<file path="src/rtl/datapath_regalu_if.sv">
// Per-cycle control bundle from the sequencing FSM to the execution datapath.
// master drives the control word, slave (the datapath) consumes it.
interface datapath_regalu_if;
   logic [15:0] immediate;
   logic        buff_en;
   logic [15:0] enable;
   logic [4:0]  control1;
   logic [4:0]  control2;
   logic        imm_control;
   logic [7:0]  opcode;

   modport master (
      output immediate, buff_en, enable, control1, control2, imm_control, opcode
   );
   modport slave (
      input immediate, buff_en, enable, control1, control2, imm_control, opcode
   );
endinterface

</file>
<file path="src/rtl/datapath_regalu.sv">
// Execution datapath: 16x16 register file, operand muxes, 16-bit ALU,
// registered {C,F,L,Z,N} flags and a commit-gated result bus.
module datapath_regalu (
   input  logic               clk,
   input  logic               reset,
   datapath_regalu_if.slave   ctl,
   input  logic [3:0]         dbg_sel,
   output logic [15:0]        bus,
   output logic [4:0]         flags,
   output logic [15:0]        dbg_data
);
   localparam int NREG = 16;
   localparam int W    = 16;

   localparam logic [7:0] OP_AND = 8'h01;
   localparam logic [7:0] OP_OR  = 8'h02;
   localparam logic [7:0] OP_XOR = 8'h03;
   localparam logic [7:0] OP_LSH = 8'h04;
   localparam logic [7:0] OP_ADD = 8'h05;
   localparam logic [7:0] OP_SUB = 8'h09;
   localparam logic [7:0] OP_CMP = 8'h0B;
   localparam logic [7:0] OP_MOV = 8'h0D;

   logic [W-1:0] regs [NREG];
   logic [W-1:0] op_a, op_b, result;
   logic [W:0]   sum, diff;
   logic         wr;
   logic [4:0]   next_flags;

   // Select codes 1..16 map to R0..R15; 16 wraps to index 15 via the 4-bit subtract.
   always_comb begin
      op_a = '0;
      op_b = '0;
      if (ctl.control1 != 5'd0 && ctl.control1 <= 5'd16)
         op_a = regs[ctl.control1[3:0] - 4'd1];
      if (ctl.imm_control)
         op_b = ctl.immediate;
      else if (ctl.control2 != 5'd0 && ctl.control2 <= 5'd16)
         op_b = regs[ctl.control2[3:0] - 4'd1];
   end

   assign sum  = {1'b0, op_a} + {1'b0, op_b};
   assign diff = {1'b0, op_a} - {1'b0, op_b};

   // next_flags bit order: [4]=C [3]=F [2]=L [1]=Z [0]=N
   always_comb begin
      result     = '0;
      wr         = 1'b0;
      next_flags = flags;
      case (ctl.opcode)
         OP_ADD: begin
            result        = sum[W-1:0];
            wr            = 1'b1;
            next_flags[4] = sum[W];
            next_flags[3] = (op_a[W-1] == op_b[W-1]) && (result[W-1] != op_a[W-1]);
         end
         OP_SUB: begin
            result        = diff[W-1:0];
            wr            = 1'b1;
            next_flags[4] = diff[W];
            next_flags[3] = (op_a[W-1] != op_b[W-1]) && (result[W-1] != op_a[W-1]);
         end
         OP_AND: begin result = op_a & op_b;      wr = 1'b1; end
         OP_OR:  begin result = op_a | op_b;      wr = 1'b1; end
         OP_XOR: begin result = op_a ^ op_b;      wr = 1'b1; end
         OP_MOV: begin result = op_b;             wr = 1'b1; end
         OP_LSH: begin result = op_a << op_b[3:0]; wr = 1'b1; end
         OP_CMP: begin
            next_flags[2] = op_a < op_b;
            next_flags[1] = op_a == op_b;
            next_flags[0] = $signed(op_a) < $signed(op_b);
         end
         default: ;
      endcase
      if (wr) begin
         next_flags[1] = result == '0;
         next_flags[0] = result[W-1];
      end
   end

   always_ff @(posedge clk or posedge reset) begin
      if (reset) begin
         for (int k = 0; k < NREG; k++) regs[k] <= '0;
         flags <= '0;
      end else if (ctl.buff_en) begin
         flags <= next_flags;
         if (wr)
            for (int k = 0; k < NREG; k++)
               if (ctl.enable[k]) regs[k] <= result;
      end
   end

   assign bus      = ctl.buff_en ? result : '0;
   assign dbg_data = regs[dbg_sel];
endmodule

</file>
<file path="src/flat_wrapper.sv">
// flat-port wrapper written by rule: the top's interface ports become plain ports
module datapath_regalu_flat 
  (clk, reset, dbg_sel, bus, flags, dbg_data, ctl_immediate, ctl_buff_en, ctl_enable, ctl_control1, ctl_control2, ctl_imm_control, ctl_opcode);
  datapath_regalu_if ctl_i ();
  input  logic clk;
  input  logic reset;
  input  logic [3:0] dbg_sel;
  output logic [15:0] bus;
  output logic [4:0] flags;
  output logic [15:0] dbg_data;
  input wire logic [$bits(ctl_i.immediate)-1:0] ctl_immediate;
  input wire logic [$bits(ctl_i.buff_en)-1:0] ctl_buff_en;
  input wire logic [$bits(ctl_i.enable)-1:0] ctl_enable;
  input wire logic [$bits(ctl_i.control1)-1:0] ctl_control1;
  input wire logic [$bits(ctl_i.control2)-1:0] ctl_control2;
  input wire logic [$bits(ctl_i.imm_control)-1:0] ctl_imm_control;
  input wire logic [$bits(ctl_i.opcode)-1:0] ctl_opcode;
  assign ctl_i.immediate = ctl_immediate;
  assign ctl_i.buff_en = ctl_buff_en;
  assign ctl_i.enable = ctl_enable;
  assign ctl_i.control1 = ctl_control1;
  assign ctl_i.control2 = ctl_control2;
  assign ctl_i.imm_control = ctl_imm_control;
  assign ctl_i.opcode = ctl_opcode;
  datapath_regalu u_core (.clk(clk), .reset(reset), .ctl(ctl_i), .dbg_sel(dbg_sel), .bus(bus), .flags(flags), .dbg_data(dbg_data));
endmodule
</file>
<file path="config.mk">
export PLATFORM = sky130hd
export DESIGN_NAME = datapath_regalu_flat
export DESIGN_NICKNAME = d
export VERILOG_FILES = /design/src/rtl/datapath_regalu_if.sv /design/src/rtl/datapath_regalu.sv /design/src/flat_wrapper.sv
export SDC_FILE = /design/constraint.sdc
export NUM_CORES = 1
export LEC_CHECK = 0
export BUFFER_PORTS_ARGS = -buffer_cell sky130_fd_sc_hd__buf_4
export CORE_MARGIN = 1.5
export CORE_UTILIZATION = 40
export CTS_BUF_LIST = sky130_fd_sc_hd__clkbuf_8
export CTS_CLUSTER_SIZE = 24
export DETAILED_ROUTE_END_ITERATION = 7
export GPL_TIMING_DRIVEN = 0
export PLACE_DENSITY = 0.58
export SYNTH_ARGS = -nofsm -noshare
export SYNTH_HDL_FRONTEND = slang
export SYNTH_SLANG_ARGS = --single-unit
</file>
<file path="constraint.sdc">
create_clock -name clk -period 10.5 [get_ports clk]
set_input_delay 0.525 -clock clk [delete_from_list [all_inputs] [get_ports clk]]
set_output_delay 0.525 -clock clk [all_outputs]
set_load 0.01 [all_outputs]
</file>
==> results.json, run 1 <==
{
  "synth_top_family_by_area": "multiplexers",
  "drive_gt1_share_pct": 21.1,
  "grt_setup_unrepaired": "false",
  "max_freq_mhz": 98.8,
  "critPathLaunch": "ctl_control2[0]",
  "status": "finished clean",
  "min_from": "ctl_buff_en",
  "power.combinational.fraction_pct": 20.9,
  "cts_buffer_depth": 3,
  "setup_viol": 0,
  "num_vias": 17900,
  "p_clk_share_pct": 38.7,
  "dr.pass1.iters": 7,
  "min_period_over_period_pct": 96.4,
  "r2r-start": "u_core.regs[129]",
  "synth-seq-cells": 261,
  "ys.flop_type": "dfrtp_1",
  "irDropWorstVdd_mv": 0.0806,
  "cts_setup_buffers": 0,
  "core_um2": 47600,
  "synthAdderAreaFrac_pct": 3.77,
  "crit_slowest_cell": "a311oi_1",
  "finalWirelength_um": 80700,
  "netlist_instances": 1991,
  "grt_overflow": 0,
  "p_sw_uw": 853,
  "rows": 80,
  "p_leak_nw": 8.91,
  "synth_compound_area_share_pct": 17.1,
  "maxCapViolCount": 0,
  "internal-power_mw": 1.79,
  "cp_data_arrival_time_ns": 9.59,
  "clk_pin_slew_ns": 0.06,
  "ioPinCount": 95,
  "ys_seq_area_share_pct": 33.8,
  "crit_path_end_kind": "primary output",
  "yosys.area.top_type_share_pct": 33.8,
  "die_h_um": 223,
  "htreeDepth": 2,
  "die_area_um2": 49600,
  "synth.most_common_cell": "nand2_1",
  "sw_frac_of_total_pct": 32.3,
  "synth_xor_area_share_pct": 1.05,
  "ys_types": 92,
  "place.gp.congestion": 1.01,
  "syn_area_um2": 19300,
  "cpPeakStageDelay_ns": 0.55,
  "die_w_um": 223,
  "worst_pin_slew_ns": 1.36,
  "numCtsBuffers": 48,
  "drc": 0,
  "grt_first_pass_wirelength_um": 118000,
  "dp_hpwl_um": 63500,
  "synth_common_cells": "nand2_1 (423), o21ai_0 (291), dfrtp_1 (261)",
  "critPathMaxFanout": 19,
  "fin_crit_ns": 10.12,
  "grt_antenna_before_repair": 2,
  "slew_headroom_pct": 9.08,
  "synth_area_per_cell_um2": 9.70,
  "seq_power_share_pct": 40.4,
  "gr-usage-all-layers_pct": 32.6,
  "start_kind": "input pin",
  "async_reset_ff_share_pct": 100,
  "powerDensity_nw_per_um2": 121,
  "finalPower_mw": 2.64,
  "worst_clock_skew_ns": 0.0416,
  "layoutNonFillerInstCount": 2783,
  "grt_max_degree": 130,
  "ys.warnings.count": 0,
  "first_iter_violations": 2018,
  "cts_tree": "built",
  "synth_edf_count": 0,
  "synthMuxAreaShare_pct": 25.0,
  "root_buffer": "clkbuf_8",
  "synth_top_area_cell": "dfrtp_1",
  "syn2layout_area_growth_pct": 13.0,
  "grt_pass1_vias": 17500,
  "avgRoutedWirePerCell_um": 29.0,
  "post_drt_via_cell_ratio": 6.42,
  "nets": 2246,
  "hold_ws_ns": 0.215,
  "hold_class": "in2reg",
  "fill_cells": 4610,
  "hold_viol": 0,
  "start_util_pct": 40.5,
  "path_class": "in2out",
  "ant_nets": 0,
  "clock_latency_ns": 0.64,
  "dp_cells": 2696,
  "numPortBuffers": 88,
  "synth_fp_nets": 2106,
  "numClockSinks": 261,
  "multi_input_area_um2": 11900,
  "seqCellArea_um2": 6530,
  "report.final.slew_viol_count": 0,
  "cp.required_ns": 9.98,
  "synthSimpleGateAreaFrac_pct": 14.6,
  "synth_area_leaders": "dfrtp_1 (34%), mux4_2 (20%), nand2_1 (8.2%), o21ai_0 (7.5%), ha_1 (3.6%)"
}
## layer usage
metal	routed length [µm]	GRT usage, %
met4	3100	12.5
met1	32100	43.1
met2	37500	51.8
met5	9	0
met3	7950	7.92
## registers in the layout, summed over array words and instances (netlist names)
| register | cells |
|---|---|
| u_core.flags | 5 |
| u_core.regs | 256 |
## placed cells by master, fill, tap and decap left out, types with 24 or more instances in the layout
master,instances
nand2_1,423
o21ai_0,291
dfrtp_1,261
mux4_2,175
clkbuf_1,116
buf_4,93
nor2_1,80
inv_1,64
clkbuf_8,63
ha_1,55
nand3_1,52
a21oi_1,45
mux2i_1,42
mux2_2,41
nor3_1,26
buf_2,24
## critical path, delay by kind of cell
kind / cells / cell delay [ns]
compound gates: 9 / 2.63
fa+ha+maj: 2 / 0.63
buf+inv: 15 / 4.40
mux: 2 / 0.60
simple gates: 5 / 0.79
## power by group through the flow
stage	Combinational (mW)	Clock, mW	Sequential [mW]
finish	0.552	1.02	1.07
global route	0.587	1.08	1.07
CTS	0.541	1.03	1.07
detailed placement	0.540	0	1.08
global placement	0.532	0	1.08
floorplan	0.356	0	1.07
## logic make-up (layout without fill, tap and decap cells)
kind of cell | Yosys count | after routing
AOI/OAI and AO/OA | 517 | 517
xor gates and xnor gates | 21 | 21
adders and majority gates | 57 | 57
buffers and inverters | 219 | 395
DFF | 261 | 261
muxes | 258 | 258
other | 0 | 1
and+or+nand+nor | 658 | 658
## final timing paths
check,slack [ns],endpoint,cells past startpoint
worst max-delay path,0.38,bus[15],33
worst min-delay path,0.22,u_core.flags[4],2
worst max register to register,4.44,u_core.flags[0],19
worst min register to register,0.49,u_core.flags[3],2
min in group asynchronous,0.45,u_core.regs[141],3
max in group asynchronous,8.58,u_core.regs[1],5
## what timing repair did
action | CTS | global route
pin swaps | 0 | 0
hold buffers | 1 | 0
hold endpoints to repair | 52 | 0
setup endpoints to repair | 5 | 3
gates resized for setup | 2 | 6
## cell type report
| type | instances | area share (%) |
|---|---|---|
| diodes | 1 | 0.0115 |
| plain buffers | 167 | 3.30 |
| clock buffers | 63 | 3.97 |
| clock inverters | 23 | 0.619 |
| inverters | 51 | 0.935 |
| multi-input cells | 1511 | 54.4 |
| flip-flops and latches | 261 | 29.9 |
| well taps | 615 | 3.53 |
| repair buffers | 91 | 3.33 |
## stage by stage
| stage | instance area (µm²) | setup WS (ns) | setup TNS (ns) | util (%) |
|---|---|---|---|---|
| 2_1_floorplan | 19300 | 2.79 | 0 | - |
| 3_3_place_gp | 20700 | -0.358 | -72.90 | 43.5 |
| 3_5_place_dp | 20800 | -0.352 | -1.22 | 43.7 |
| 4_1_cts | 21800 | 0.386 | 0 | 45.8 |
| 5_1_grt | 21800 | 0.118 | 0 | 45.8 |
| 6_report | 21800 | 0.380 | 0 | 45.8 |
(Power assumes the default switching activity.)
==> run 2: changes to the inputs <==
--- a/config.mk
+++ b/config.mk
@@ -12,6 +12,7 @@
 export CTS_CLUSTER_SIZE = 24
 export DETAILED_ROUTE_END_ITERATION = 7
 export GPL_TIMING_DRIVEN = 0
+export MAX_ROUTING_LAYER = met4
 export PLACE_DENSITY = 0.58
 export SYNTH_ARGS = -nofsm -noshare
 export SYNTH_HDL_FRONTEND = slang
==> results.json, run 2 (synthesis gave the netlist of run 1 again) <==
{
  "path_class": "in2out",
  "dp_hpwl_um": 63300,
  "irDropWorstVdd_mv": 0.0841,
  "grt_pass1_vias": 17500,
  "setup_viol": 0,
  "cp_data_arrival_time_ns": 9.56,
  "final_cell_area_um2": 21800,
  "maxCapViolCount": 0,
  "nets": 2247,
  "drive_gt1_share_pct": 21.3,
  "path_common_cell": "buf_2",
  "largest_reg_flops": 256,
  "ioPinCount": 95,
  "ant_nets": 0,
  "htreeDepth": 2,
  "post_drt_via_cell_ratio": 6.35,
  "report.final.slew_viol_count": 0,
  "reg_top3": "u_core.regs: 256 flops, u_core.flags: 5 flops",
  "root_buffer": "clkbuf_8",
  "hold_viol": 0,
  "crit_slowest_cell": "a311oi_1",
  "hold_class": "in2reg",
  "clock_latency_ns": 0.65,
  "dr.pass1.iters": 6,
  "status": "finished clean",
  "final_common_cell": "nand2_1",
  "die_h_um": 223,
  "min_period_over_period_pct": 96.0,
  "layout_common_cells": "nand2_1 (423), o21ai_0 (291), dfrtp_1 (261), mux4_2 (175), clkbuf_1 (117)",
  "drc": 0,
  "grt_setup_unrepaired": "false",
  "grt_antenna_before_repair": 2,
  "numPortBuffers": 88,
  "worst_pin_slew_ns": 1.22,
  "rows": 80,
  "core_um2": 47600,
  "numCtsBuffers": 48,
  "powerDensity_nw_per_um2": 122,
  "num_vias": 17700,
  "fin_crit_ns": 10.08,
  "finalWirelength_um": 80200,
  "critPathMaxFanout": 10,
  "grt_overflow": 0,
  "die_w_um": 223,
  "worst_clock_skew_ns": 0.0270,
  "largest-register": "u_core.regs",
  "cts_tree": "built",
  "cpPeakStageDelay_ns": 0.50,
  "die_area_um2": 49600,
  "cp.required_ns": 9.98,
  "crit_path_end_kind": "primary output",
  "max_freq_mhz": 99.2,
  "start_kind": "input pin",
  "place.gp.congestion": 1.02,
  "slew_headroom_pct": 18.0,
  "crit_buf_inv": 16,
  "p_leak_nw": 8.90,
  "tns_ns": 0,
  "first_iter_violations": 1910,
  "critical_path.top_delay_family": "buffers and inverters",
  "syn2layout_area_growth_pct": 13.1,
  "cts_buffer_depth": 3,
  "gr-usage-all-layers_pct": 33.4,
  "grt_first_pass_wirelength_um": 118000,
  "placedInstanceArea_um2": 20800,
  "start_util_pct": 40.5,
  "avgRoutedWirePerCell_um": 28.8,
  "clk_pin_slew_ns": 0.06,
  "grt_max_degree": 130,
  "numClockSinks": 261
}
## run 2: power by group
| part | switching (mW) | internal (mW) |
|---|---|---|
| registers | 0.0341 | 1.03 |
| clock network | 0.466 | 0.567 |
| logic | 0.359 | 0.196 |
| total | 0.859 | 1.80 |
## run 2: worst register-to-register path: cells and delay by family (launching register included)
kind / cells / cell delay (ns)
AO/OA/AOI/OAI: 11 / 2.98
adder cells (fa/ha/maj): 2 / 0.83
multiplexers: 2 / 0.82
buffers and inverters: 2 / 0.75
flip-flops: 1 / 0.44
AND/OR/NAND/NOR: 1 / 0.08
## run 2: final timing paths
check	start	endpoint	slack [ns]	cells after the start
worst max-delay path	ctl_control2[0]	bus[15]	0.42	34
worst min-delay path	ctl_buff_en	u_core.flags[4]	0.20	2
worst max register to register	u_core.regs[96]	u_core.regs[158]	4.44	18
worst min register to register	u_core.flags[3]	u_core.flags[3]	0.50	2
max in group asynchronous	reset	u_core.regs[1]	8.61	5
min in group asynchronous	reset	u_core.regs[92]	0.43	3
## run 2: timing repair
| item | CTS | global route |
|---|---|---|
| hold buffers | 1 | 0 |
| endpoints found under the hold margin | 41 | 0 |
| endpoints found under the setup margin | 3 | 6 |
| resized for setup | 4 | 4 |
| buffers inserted | 0 | 0 |
## run 2: layout make-up
class | instances | area [µm²]
Inverter | 51 | 204
Timing Repair Buffer | 91 | 726
Clock inverter | 19 | 121
Multi-Input combinational cell | 1511 | 11900
Buffer | 168 | 723
Sequential cell | 261 | 6530
Fill cell | 4606 | 25800
Tap cell | 615 | 769
Antenna cell | 1 | 2.50
Clock buffer | 64 | 881
## run 2: through the flow
step	power (mW)	cells	util, %	setup WS (ns)	hold WS [ns]
6_report	2.66	2781	45.8	0.418	0.199
5_1_grt	2.75	2781	45.8	0.0345	0.199
4_1_cts	2.66	2780	45.8	0.125	0.172
3_5_place_dp	1.63	2696	43.7	-0.363	0.483
3_3_place_gp	1.62	2694	43.5	-0.446	0.494
2_1_floorplan	1.43	1991	-	2.79	0.477
## run 2: metal layers
metal	up-vias	track usage (%)	part of all wire (%)
met5	-	-	0
met4	0	13.3	4.3
met3	164	7.78	9.9
met2	1012	51.4	46
met1	8819	42.6	40
li1	7668	-	-
==> run 3: changes to the inputs <==
==> constraint.sdc (replaced) <==
create_clock -name clk -period 10.1 [get_ports clk]
set_input_delay 0.505 -clock clk [delete_from_list [all_inputs] [get_ports clk]]
set_output_delay 0.505 -clock clk [all_outputs]
set_load 0.01 [all_outputs]
==> results.json, run 3 (synthesis gave the netlist of run 1 again) <==
{
  "p_leak_nw": 8.90,
  "worst_pin_slew_ns": 1.22,
  "powerDensity_nw_per_um2": 127,
  "num_vias": 17700,
  "sw_frac_of_total_pct": 32.5,
  "min_period_over_period_pct": 96.1,
  "slew_headroom_pct": 18.9,
  "hold_viol": 0,
  "path_class": "in2out",
  "worst_clock_skew_ns": 0.0294,
  "crit_path_end_kind": "primary output",
  "grt_first_pass_wirelength_um": 118000,
  "syn2layout_area_growth_pct": 13.1,
  "placedInstanceArea_um2": 20800,
  "largest-register": "u_core.regs",
  "htreeDepth": 2,
  "clk_pin_slew_ns": 0.06,
  "post_drt_via_cell_ratio": 6.36,
  "cts_setup_buffers": 0,
  "fin_crit_ns": 9.70,
  "cts_tree": "built",
  "final_cell_area_um2": 21800,
  "finalWirelength_um": 80100,
  "grt_max_degree": 130,
  "die_h_um": 223,
  "critPathMaxFanout": 19,
  "numPortBuffers": 88,
  "numClockSinks": 261,
  "crit_slowest_cell": "a311oi_1",
  "drive_gt1_share_pct": 21.3,
  "final_common_cell": "nand2_1",
  "cp.required_ns": 9.60,
  "max_freq_mhz": 103,
  "drc": 0,
  "p_clk_share_pct": 39.0,
  "core_um2": 47600,
  "report.final.slew_viol_count": 0,
  "numCtsBuffers": 48,
  "cts_buffer_depth": 3,
  "first_iter_violations": 2037,
  "dr.pass1.iters": 8,
  "layout_common_cells": "nand2_1 (423), o21ai_0 (291), dfrtp_1 (261), mux4_2 (175), clkbuf_1 (116)",
  "place.gp.congestion": 1.02,
  "grt_pass1_vias": 17500,
  "worstRegToRegCells": 19,
  "largest_reg_flops": 256,
  "ioPinCount": 95,
  "setup_viol": 0,
  "die_w_um": 223,
  "cp_data_arrival_time_ns": 9.20,
  "clock_latency_ns": 0.65,
  "seqCellArea_um2": 6530,
  "gr-usage-all-layers_pct": 33.3,
  "p_sw_uw": 898,
  "min_path_cells": 2,
  "start_kind": "input pin",
  "reg_top3": "u_core.regs: 256 flops, u_core.flags: 5 flops",
  "grt_setup_unrepaired": "false",
  "status": "finished clean",
  "hold_class": "in2reg",
  "grt_antenna_before_repair": 2,
  "finalCoreUtilization_pct": 45.8,
  "fill_cells": 4609,
  "nets": 2246,
  "multi_input_area_um2": 11900,
  "grt_overflow": 0,
  "die_area_um2": 49600,
  "internal-power_mw": 1.87,
  "avgRoutedWirePerCell_um": 28.8,
  "rows": 80,
  "irDropWorstVdd_mv": 0.0875,
  "start_util_pct": 40.5,
  "cpPeakStageDelay_ns": 0.51,
  "seq_power_share_pct": 40.2,
  "root_buffer": "clkbuf_8",
  "maxCapViolCount": 0,
  "power.combinational.fraction_pct": 20.8,
  "ant_nets": 0,
  "dp_hpwl_um": 63300
}
-- run 3: cell types whose count changed in the layout (fill, tap and decap cells not counted) --
cell	delta
clkbuf_4	+1
buf_2	-1
clkbuf_1	-1
a21oi_2	+1
a21oi_4	-1
-- run 3: cell type report --
| class | count | share of cell area [%] |
|---|---|---|
| multi-input cells | 1511 | 54.4 |
| well taps | 615 | 3.52 |
| clock inverters | 19 | 0.556 |
| flip-flops and latches | 261 | 29.9 |
| clock buffers | 64 | 4.03 |
| repair buffers | 91 | 3.32 |
| inverters | 51 | 0.934 |
| plain buffers | 167 | 3.31 |
| diodes | 1 | 0.0115 |
-- run 3: critical path, delay by kind of cell --
| family | cells | cell delay, ns |
|---|---|---|
| simple gates | 5 | 0.77 |
| fa+ha+maj | 2 | 0.61 |
| buf+inv | 15 | 4.28 |
| mux | 2 | 0.61 |
| compound gates | 9 | 2.35 |
-- run 3: repair_timing --
action,in CTS,in global routing
hold endpoints to repair,41,0
setup endpoints to repair,7,5
hold buffers,1,0
gates resized for setup,4,6
-- run 3: path summary, 6_finish.rpt --
path                             startpoint         endpoint  slack, ns
setup / recovery            ctl_control2[0]          bus[15]       0.40
hold / removal                  ctl_buff_en  u_core.flags[4]       0.18
setup reg to reg           u_core.regs[129]  u_core.flags[0]       4.09
hold reg to reg             u_core.flags[3]  u_core.flags[3]       0.50
max in group asynchronous             reset  u_core.regs[50]       8.23
min in group asynchronous             reset  u_core.regs[92]       0.41
-- run 3: power groups by stage --
| stage | clock, mW | combinational, mW | sequential [mW] |
|---|---|---|---|
| after floorplan | 0 | 0.370 | 1.11 |
| after global placement | 0 | 0.557 | 1.12 |
| after detailed placement | 0 | 0.564 | 1.13 |
| after CTS | 1.09 | 0.566 | 1.11 |
| after global routing | 1.13 | 0.613 | 1.11 |
| final | 1.08 | 0.576 | 1.11 |
-- run 3: stage by stage --
step	cells	setup WS, ns	hold slack, ns	setup TNS (ns)	total power, mW
6_report	2780	0.396	0.185	0	2.77
5_1_grt	2780	0.000563	0.179	0	2.85
4_1_cts	2779	0.150	0.152	0	2.76
3_5_place_dp	2696	-0.723	0.483	-7.55	1.69
3_3_place_gp	2694	-0.826	0.494	-212.76	1.68
2_1_floorplan	1991	2.41	0.477	0	1.48
-- run 3: layer usage --
metal / global-route usage [%] / routed length (µm) / part of all wire [%] / up-vias
li1: - / - / - / 7668
met5: - / 0 / 0 / -
met3: 7.70 / 7460 / 9.3 / 161
met2: 51.4 / 37200 / 46 / 959
met4: 13.3 / 3330 / 4.2 / 0
met1: 42.5 / 32100 / 40 / 8901
